File: src/rtl/triangle_burst_sequencer_if.sv
// -----------------------------------------------------------------------------
// triangle_burst_sequencer_if
//   Control-side bundle of the triangle burst sequencer: per-requester level
//   requests and durations, the abort strobe, and every registered result the
//   sequencer returns (grant, generator drive, completion report).
//
//   master : control logic (buttons / CPU regs) - drives requests, sees results
//   slave  : triangle_burst_sequencer           - sees requests, drives results
//
//   req_in       N_REQ      level request per requester
//   duration_in  N_REQ*D    requester i's duration at [i*D +: D]
//   abort_in     1          cancel the running burst
//   grant_out    N_REQ      one-hot acceptance pulse
//   busy_out     1          sequencer not idle
//   trigger_out  1          start pulse to the generator
//   duration_out D          latched duration for the generator
//   gen_rst_out  1          generator reset pulse on abort
//   done_out     1          burst-complete pulse
//   done_id_out  clog2(N)   id of the completed burst
//   aborted_out  1          completed burst was aborted
// -----------------------------------------------------------------------------
interface triangle_burst_sequencer_if #(
    parameter int N_REQ = 4,
    parameter int D     = 8
);
    localparam int IDW = $clog2(N_REQ);

    logic [N_REQ-1:0]   req_in;
    logic [N_REQ*D-1:0] duration_in;
    logic               abort_in;
    logic [N_REQ-1:0]   grant_out;
    logic               busy_out;
    logic               trigger_out;
    logic [D-1:0]       duration_out;
    logic               gen_rst_out;
    logic               done_out;
    logic [IDW-1:0]     done_id_out;
    logic               aborted_out;

    modport master (
        output req_in, duration_in, abort_in,
        input  grant_out, busy_out, trigger_out, duration_out,
               gen_rst_out, done_out, done_id_out, aborted_out
    );

    modport slave (
        input  req_in, duration_in, abort_in,
        output grant_out, busy_out, trigger_out, duration_out,
               gen_rst_out, done_out, done_id_out, aborted_out
    );
endinterface

File: src/rtl/triangle_burst_sequencer.sv
// -----------------------------------------------------------------------------
// triangle_burst_sequencer
//   Round-robin scheduler sharing one triangle PWM generator among N_REQ
//   requesters. One request is granted at a time; the sequencer triggers the
//   generator, times the burst (duration * UNIT_CYCLES clk cycles) with its own
//   counter, reports completion, then holds off GUARD_CYCLES idle cycles before
//   arbitrating again. A burst may be cancelled with abort_in while running,
//   which also resets the generator.
//
//   clk    : system clock
//   rst_n  : asynchronous active-low reset
//   bus    : slave side of triangle_burst_sequencer_if (requests in, grant /
//            generator drive / completion report out, all registered)
// -----------------------------------------------------------------------------
module triangle_burst_sequencer #(
    parameter int N_REQ        = 4,
    parameter int D            = 8,
    parameter int UNIT_CYCLES  = 131072,
    parameter int GUARD_CYCLES = 16
) (
    input  logic                      clk,
    input  logic                      rst_n,
    triangle_burst_sequencer_if.slave bus
);
    localparam int IDW = $clog2(N_REQ);
    localparam int CW  = D + $clog2(UNIT_CYCLES);
    localparam int GW  = $clog2(GUARD_CYCLES + 1);

    localparam logic [CW-1:0]  UNIT_W      = CW'(UNIT_CYCLES);
    localparam logic [GW-1:0]  GUARD_FULL  = GW'(GUARD_CYCLES);
    localparam logic [GW-1:0]  GUARD_SHORT = GW'(GUARD_CYCLES - 1);
    localparam logic [IDW-1:0] LAST_ID     = IDW'(N_REQ - 1);
    localparam logic [N_REQ-1:0] ONE_HOT0  = {{(N_REQ-1){1'b0}}, 1'b1};

    typedef enum logic [1:0] {
        IDLE,
        FIRE,
        RUN,
        GUARD
    } state_t;

    state_t           state;
    logic [IDW-1:0]   rr_ptr;
    logic [IDW-1:0]   cur_id;
    logic [CW-1:0]    cnt;
    logic [GW-1:0]    guard_cnt;

    logic [N_REQ-1:0] grant_q;
    logic             busy_q;
    logic             trigger_q;
    logic [D-1:0]     duration_q;
    logic             gen_rst_q;
    logic             done_q;
    logic [IDW-1:0]   done_id_q;
    logic             aborted_q;

    // Round-robin pick: first set request at or after rr_ptr, wrapping.
    logic             pick_valid;
    logic [IDW-1:0]   pick_id;
    logic [D-1:0]     pick_dur;
    int unsigned      pick_idx;

    always_comb begin
        pick_valid = 1'b0;
        pick_id    = '0;
        pick_dur   = '0;
        pick_idx   = 0;
        // Walk the offsets from farthest to nearest so the nearest hit wins.
        for (int unsigned k = N_REQ; k > 0; k--) begin
            pick_idx = (32'(rr_ptr) + k - 1) % 32'(N_REQ);
            if (bus.req_in[pick_idx]) begin
                pick_valid = 1'b1;
                pick_id    = IDW'(pick_idx);
                pick_dur   = bus.duration_in[pick_idx*D +: D];
            end
        end
    end

    always_ff @(posedge clk or negedge rst_n) begin
        if (!rst_n) begin
            state      <= IDLE;
            rr_ptr     <= '0;
            cur_id     <= '0;
            cnt        <= '0;
            guard_cnt  <= '0;
            grant_q    <= '0;
            busy_q     <= 1'b0;
            trigger_q  <= 1'b0;
            duration_q <= '0;
            gen_rst_q  <= 1'b0;
            done_q     <= 1'b0;
            done_id_q  <= '0;
            aborted_q  <= 1'b0;
        end else begin
            // Pulse outputs default low; each is raised for exactly one cycle.
            grant_q   <= '0;
            trigger_q <= 1'b0;
            gen_rst_q <= 1'b0;
            done_q    <= 1'b0;
            aborted_q <= 1'b0;

            case (state)
                IDLE: begin
                    if (pick_valid) begin
                        state      <= FIRE;
                        cur_id     <= pick_id;
                        rr_ptr     <= (pick_id == LAST_ID) ? '0 : pick_id + 1'b1;
                        grant_q    <= ONE_HOT0 << pick_id;
                        busy_q     <= 1'b1;
                        duration_q <= pick_dur;
                        if (pick_dur != '0) begin
                            trigger_q <= 1'b1;
                            cnt       <= CW'(pick_dur) * UNIT_W - CW'(1);
                        end else begin
                            // Zero-length burst completes in the grant cycle.
                            done_q    <= 1'b1;
                            done_id_q <= pick_id;
                        end
                    end
                end

                FIRE: begin
                    // The counter is loaded one cycle early and already counts
                    // here, so its zero lands on the edge that registers done_out
                    // into the last burst cycle.
                    if (duration_q == '0) begin
                        state     <= GUARD;
                        guard_cnt <= GUARD_SHORT;
                    end else if (cnt == '0) begin
                        state     <= GUARD;
                        guard_cnt <= GUARD_FULL;
                        done_q    <= 1'b1;
                        done_id_q <= cur_id;
                    end else begin
                        state <= RUN;
                        cnt   <= cnt - 1'b1;
                    end
                end

                RUN: begin
                    // Abort is tested first so it wins over a simultaneous expiry.
                    // The first GUARD cycle after a timed burst carries done_out and
                    // is not counted as guard time, hence GUARD_FULL rather than
                    // GUARD_SHORT.
                    if (bus.abort_in) begin
                        state     <= GUARD;
                        guard_cnt <= GUARD_FULL;
                        gen_rst_q <= 1'b1;
                        done_q    <= 1'b1;
                        aborted_q <= 1'b1;
                        done_id_q <= cur_id;
                    end else if (cnt == '0) begin
                        state     <= GUARD;
                        guard_cnt <= GUARD_FULL;
                        done_q    <= 1'b1;
                        done_id_q <= cur_id;
                    end else begin
                        cnt <= cnt - 1'b1;
                    end
                end

                GUARD: begin
                    if (guard_cnt == '0) begin
                        state  <= IDLE;
                        busy_q <= 1'b0;
                    end else begin
                        guard_cnt <= guard_cnt - 1'b1;
                    end
                end

                default: begin
                    state  <= IDLE;
                    busy_q <= 1'b0;
                end
            endcase
        end
    end

    assign bus.grant_out    = grant_q;
    assign bus.busy_out     = busy_q;
    assign bus.trigger_out  = trigger_q;
    assign bus.duration_out = duration_q;
    assign bus.gen_rst_out  = gen_rst_q;
    assign bus.done_out     = done_q;
    assign bus.done_id_out  = done_id_q;
    assign bus.aborted_out  = aborted_q;
endmodule

File: src/flat_wrapper.sv
// flat-port wrapper written by rule: the top's interface ports become plain ports
module triangle_burst_sequencer_flat 
#(
    parameter int N_REQ        = 4,
    parameter int D            = 8,
    parameter int UNIT_CYCLES  = 131072,
    parameter int GUARD_CYCLES = 16
)
  (clk, rst_n, bus_req_in, bus_duration_in, bus_abort_in, bus_grant_out, bus_busy_out, bus_trigger_out, bus_duration_out, bus_gen_rst_out, bus_done_out, bus_done_id_out, bus_aborted_out);
  triangle_burst_sequencer_if #(.N_REQ(N_REQ), .D(D)) bus_i ();
  input  logic clk;
  input  logic rst_n;
  input wire logic [$bits(bus_i.req_in)-1:0] bus_req_in;
  input wire logic [$bits(bus_i.duration_in)-1:0] bus_duration_in;
  input wire logic [$bits(bus_i.abort_in)-1:0] bus_abort_in;
  output wire logic [$bits(bus_i.grant_out)-1:0] bus_grant_out;
  output wire logic [$bits(bus_i.busy_out)-1:0] bus_busy_out;
  output wire logic [$bits(bus_i.trigger_out)-1:0] bus_trigger_out;
  output wire logic [$bits(bus_i.duration_out)-1:0] bus_duration_out;
  output wire logic [$bits(bus_i.gen_rst_out)-1:0] bus_gen_rst_out;
  output wire logic [$bits(bus_i.done_out)-1:0] bus_done_out;
  output wire logic [$bits(bus_i.done_id_out)-1:0] bus_done_id_out;
  output wire logic [$bits(bus_i.aborted_out)-1:0] bus_aborted_out;
  assign bus_i.req_in = bus_req_in;
  assign bus_i.duration_in = bus_duration_in;
  assign bus_i.abort_in = bus_abort_in;
  assign bus_grant_out = bus_i.grant_out;
  assign bus_busy_out = bus_i.busy_out;
  assign bus_trigger_out = bus_i.trigger_out;
  assign bus_duration_out = bus_i.duration_out;
  assign bus_gen_rst_out = bus_i.gen_rst_out;
  assign bus_done_out = bus_i.done_out;
  assign bus_done_id_out = bus_i.done_id_out;
  assign bus_aborted_out = bus_i.aborted_out;
  triangle_burst_sequencer #(.N_REQ(N_REQ), .D(D), .UNIT_CYCLES(UNIT_CYCLES), .GUARD_CYCLES(GUARD_CYCLES)) u_core (.clk(clk), .rst_n(rst_n), .bus(bus_i));
endmodule
File: config.mk
export PLATFORM = sky130hd
export DESIGN_NAME = triangle_burst_sequencer_flat
export DESIGN_NICKNAME = d
export VERILOG_FILES = /design/src/rtl/triangle_burst_sequencer_if.sv /design/src/rtl/triangle_burst_sequencer.sv /design/src/flat_wrapper.sv
export SDC_FILE = /design/constraint.sdc
export NUM_CORES = 1
export LEC_CHECK = 0
export CAP_MARGIN = 20
export CORE_UTILIZATION = 57
export CTS_CLUSTER_SIZE = 14
export DETAILED_ROUTE_END_ITERATION = 8
export PLACE_DENSITY = 0.82
export SKIP_LAST_GASP = 1
export SLEW_MARGIN = 5
export SYNTH_ARGS = -nofsm -noshare
export SYNTH_HDL_FRONTEND = slang
export SYNTH_SLANG_ARGS = --single-unit
File: constraint.sdc
create_clock -name clk -period 4.66 [get_ports clk]
set_clock_uncertainty 0.05 [all_clocks]
set_input_delay 0.699 -clock clk [delete_from_list [all_inputs] [get_ports clk]]
set_output_delay 0.699 -clock clk [all_outputs]
set_load 0.01 [all_outputs]
# Yosys cells after proc, flatten, opt, wreduce, memory -nomap -nowiden
# Index checks and enable logic that the tools add are counted.
[word_totals] register_bits=54 output_inout_bits=19 elab_cells=120
[classes] addsub=12 n_lt_le_gt_ge=4 n_eq_ne=12 n_shift=5 n_mux=61 reduce_logical=14
[op_table] cell="$shiftx A32 B6 Y8" n=4
[op_table] cell="$mux W25" n=5
[op_table] cell="$pmux W25 S3" n=1
[op_table] cell="$sub A25 B1 Y25 const B" n=2
[op_table] cell="$mux W8" n=4
[op_table] cell="$mux W2" n=15
[op_table] cell="$logic_not A25 Y1" n=1
[op_table] cell="$mux W1" n=21
[op_table] cell="$mux W5" n=4
[op_table] cell="$pmux W5 S3" n=1
[op_table] cell="$lt A2 B3 Y1 const B" n=4
[op_table] cell="$bmux W1 S2" n=4
[op_table] cell="$logic_not A8 Y1" n=1
[op_table] cell="$mux W4" n=2
[op_table] cell="$ne A2 B2 Y1 const B" n=4
[op_table] cell="$pmux W2 S4" n=1
[op_table] cell="$reduce_bool A8 Y1" n=1
[op_table] cell="$sub A2 B1 Y2 const B" n=4
[op_table] cell="$add A2 B1 Y2 const B" n=3
[op_table] cell="$eq A2 B2 Y1 const B" n=3
[op_table] cell="$ne A2 B1 Y1 const B" n=3
[op_table] cell="$pmux W2 S3" n=1
[op_table] cell="$reduce_and A3 Y1" n=2
[op_table] cell="$reduce_bool A3 Y1" n=2
[op_table] cell="13 further kinds" n=15

# Longest topological paths before layout
[depth] ltp_word=12 ltp_mapped=18 mapped_depth_nobuf=10

# Worst setup path after synthesis
# OpenSTA, ideal clock, no wires.
[synth_path] path_type="register to register" start="reg u_core.rr_ptr[0]" end="reg u_core.cnt[19]" setup_ns=0.124 arrival_time_ns=3.518 t_required_ns=4.486 slack_ns=0.968 stages_incl_launch_ff=16 period_less_slack_ns=3.692 cell_sequence="dfrtp_1 -> buf_2 -> buf_6 -> buf_4 -> buf_4 -> and3b_1 -> o21ai_0 -> a22oi_1 -> a2111oi_0 -> and2_1 -> clkbuf_1 -> ha_1 -> nand4_2 -> o21ai_4 -> mux2_2 -> or2_1"
[synth_via] elab_chain_cells=12 elab_cells_between_ends=36
[synth_lines] item="start: declaration" line_no="triangle_burst_sequencer.sv:43" text="logic [IDW-1:0] rr_ptr;"
[synth_lines] item="start signal: assignment" line_no="triangle_burst_sequencer.sv:107" text="rr_ptr <= (pick_id == LAST_ID) ? '0 : pick_id + 1'b1;"
[synth_lines] item="parallel branches: the longest is 12 deep, another holds $sub A25 B1 Y25"
[synth_lines] item="end signal: assignment" line_no="triangle_burst_sequencer.sv:113" text="cnt <= CW'(pick_dur) * UNIT_W - CW'(1);"
[synth_lines] item="end signal: assignment" line_no="triangle_burst_sequencer.sv:136" text="cnt <= cnt - 1'b1;"
[synth_lines] item="end signal: assignment" line_no="triangle_burst_sequencer.sv:158" text="cnt <= cnt - 1'b1;"
[synth_lines] item="end: declaration" line_no="triangle_burst_sequencer.sv:45" text="logic [CW-1:0] cnt;"
# Parallel ways; which one is timed is not known. The select of a mux whose other input is x is not followed.
# A chain may end at the register's enable or synchronous reset.

# Worst setup path in the final report
[layout_path] start="in bus_req_in[0]" end="reg u_core.cnt[13]"
[layout_via] elab_chain_cells=9 elab_cells_between_ends=20
[layout_lines] item="start: declaration" line_no="flat_wrapper.sv:13" text="input wire logic [$bits(bus_i.req_in)-1:0] bus_req_in;"
[layout_lines] item="$bmux W1 S2" line_no="triangle_burst_sequencer.sv:71" text="if (bus.req_in[pick_idx]) begin"
[layout_lines] item="$mux W1 (implied by the code)" line_no="triangle_burst_sequencer.sv:71"
[layout_lines] item="$mux W8 (4 in series)" line_no="triangle_burst_sequencer.sv:71"
[layout_lines] item="$reduce_bool A8 Y1" line_no="triangle_burst_sequencer.sv:111" text="if (pick_dur != '0) begin"
[layout_lines] item="$ne A2 B1 Y1 (no source line)"
[layout_lines] item="$reduce_and A5 Y1 (no source line) *"
# Mark *: on every way between the ends. The rest lies on a longest branch, timed or not. The select of a mux whose other input is x is not followed.

==> impl_metrics.yaml <==
final_layout:
  antenna_cells: 0
  multi_input_area_um2: 3000
  ff_latch_area_um2: 1350
  stdcell_count: 696
  fillerInstances: 623
  area_growth_pct: 16.0
  finalCoreUtilization_pct: 69.2
  layout-drive-gt1-share_pct: 13.1
  fin_nets: 645
placement:
  portBuffers: 57
  dp_cells: 689
  dp_slack_ns: 0.151
  gp_congestion: 0.856
  place_hpwl_um: 8560
critical_path:
  ff2ff_path_depth: 12
  crit_fanout: 15
  end_kind: "flop"
  critPathArrivalTime_ns: 4.47
  worstSetupPathType: "primary input to flop"
  startpoint_type: "primary input"
  worstPathRequired_ns: 4.86
outcome:
  status: "completed"
routing:
  ant_nets: 0
  via_per_inst: 6.33
  drc: 0
  vias: 4404
  wl_um: 11300
  drt-initial-drc-count: 307
  dr.pass1.iters: 5
  routedWlPerCell_um: 16.2
pwr:
  power_density_nw_per_um2: 607
  combPwrFrac_pct: 66.1
  p_clk_share_pct: 7.7
  p_sw_mw: 1.54
  power_frac_seq_pct: 26.2
  p_int_mw: 1.74
  swShare_pct: 47.0
  ir_drop_uv: 301
  total_leakage_power_nw: 2.13
min_path:
  min_path_type: "primary input to async pin"
synth:
  synth_area_leaders: "dfrtp_1 (29%), mux4_2 (8.7%), o21ai_0 (4.7%)"
  synthFlopType: "dfrtp_1"
  yosysWarnings: 0
  synthTopCellsByCount: "nand2_1 (55), dfrtp_1 (54), o21ai_0 (44), nor2_1 (41), nor3_1 (30)"
  avgSynthCellArea_um2: 8.55
  syn_nets: 595
  yosys.area.top_type: "dfrtp_1"
  postSynthCellCount: 544
  yosysSeqAreaShare_pct: 29.0
  ys_types: 71
  synth_edf_count: 0
  async_flop_share_pct: 100
  synth_top_area_share_pct: 29.0
  synth.most_common_cell: "nand2_1"
  synth_area_um2: 4650
  ys_ff_latch: 54
floorplanning:
  die_w_um: 92.4
  rows: 32
  core_area_um2: 7810
  die_h_um: 92.4
  start_util_pct: 59.6
  ios: 58
  dieArea_um2: 8530
sta:
  setup_ws_ns: 0.389
  rsz0062_at_grt: "no"
  maxSlewHeadroom_pct: 38.0
  maxSlewViolCount: 0
  tightest_slew_ns: 0.930
  period_minus_slack_ns: 4.27
  setup_tns_ns: 0
  hold_violations: 0
  whs_ns: 0.251
  fin_crit_sh_pct: 91.6
  fmax_ghz: 0.234
  setup_viol: 0
clocking:
  worstSkewPairLatency_ns: 0.31
  cts-buffers-inserted: 5
  post_cts_resized: 0
  clock_sinks: 54
  htreeDepth: 2
  clk_pin_slew_ns: 0.09
  cts_tree: "yes"
  post-cts-setup-buffers: 0
  hold_buffers: 0
  clk_path_buf_depth: 2
  root_buffer: "clkbuf_8"
grt:
  grt_usage_pct: 28.0
  grt_pass1_vias: 4276
  grt.overflow.total: 0
  grt_pass1_wl_um: 19500
  grt_start_max_net_pins: 38
  antenna_found_initial: 0
flow_run:
  max_cap_viol_count: 0
## layout by cell type (no fill, tap or decap), types with 11 or more instances in the layout
| cell type | n |
|---|---|
| clkdlybuf4s50_1 | 56 |
| nand2_1 | 55 |
| dfrtp_1 | 53 |
| o21ai_0 | 44 |
| nor2_1 | 41 |
| nor3_1 | 30 |
| nand3_1 | 25 |
| inv_1 | 24 |
| buf_4 | 24 |
| a21oi_1 | 22 |
| mux4_2 | 18 |
| mux2i_1 | 16 |
| mux2_2 | 12 |
| ha_1 | 12 |
| nor4_1 | 11 |
## power by group through the flow
stage	clock (mW)	combinational, mW	sequential, mW
3_5_place_dp	0	2.15	0.863
4_1_cts	0.254	2.16	0.854
3_3_place_gp	0	2.10	0.857
2_1_floorplan	0	1.67	0.774
6_report	0.252	2.17	0.859
5_1_grt	0.272	2.41	0.881
## logic make-up (layout without fill, tap and decap cells)
kind of cell / after synthesis / in the layout / synth area share (%)
mux: 46 / 46 / 15.1
simple gates: 227 / 227 / 25.0
xor+xnor: 6 / 6 / 1.13
compound gates: 136 / 136 / 20.0
fa+ha+maj: 12 / 12 / 3.23
buf+inv: 63 / 113 / 6.56
flops: 54 / 54 / 29.0
## registers in the layout (all words and copies together) (netlist names), 2 cells and up
signal,cells
u_core.cnt,25
u_core.bus.duration_out,8
u_core.guard_cnt,5
u_core.bus.grant_out,4
u_core.bus.done_id_out,2
u_core.cur_id,2
u_core.rr_ptr,2
u_core.state,2
## path summary, 6_finish.rpt
| check | startpoint | endpoint | slack, ns |
|---|---|---|---|
| worst max-delay path | bus_req_in[0] | u_core.cnt[13] | 0.39 |
| worst min-delay path | rst_n | u_core.guard_cnt[2] | 0.25 |
| worst max register to register | u_core.rr_ptr[1] | u_core.cnt[13] | 0.64 |
| worst min register to register | u_core.cur_id[0] | u_core.cur_id[0] | 0.44 |
| max in group asynchronous | rst_n | u_core.rr_ptr[0] | 3.46 |
| min in group clk | u_core.cur_id[0] | u_core.cur_id[0] | 0.44 |
## worst max-delay path: stages
cell and delay (ns):
clkdlybuf4s50_1 0.74, buf_4 0.23, nand3b_1 0.11, a21o_1 0.17, a22oi_1 0.09, a2111oi_0 0.63, buf_4 0.22, and2_1 0.14
ha_1 0.23, nand4_2 0.22, o21ai_4 0.28, buf_4 0.21, or2_1 0.13, buf_4 0.18, o221a_2 0.19
## stage by stage
stage | total power, mW | cell area, um^2
5_1_grt | 3.56 | 5400
4_1_cts | 3.27 | 5400
6_report | 3.28 | 5400
3_3_place_gp | 2.96 | 5320
2_1_floorplan | 2.44 | 4650
3_5_place_dp | 3.02 | 5320
## metal layers
layer	GRT usage, %	vias to the layer above	share of wire [%]
met5	0	-	0
met2	49.2	171	49
met1	35.8	2093	43
met4	9.11	0	1.7
li1	-	2123	-
met3	3.37	17	5.8
## layout make-up
cell class | count | area share [%]
multi-input cells | 427 | 55.6
flip-flops and latches | 54 | 25.1
repair buffers | 81 | 13.8
well taps | 102 | 2.36
inverters | 25 | 1.74
clock buffers | 7 | 1.41
(Power assumes the default switching activity.)
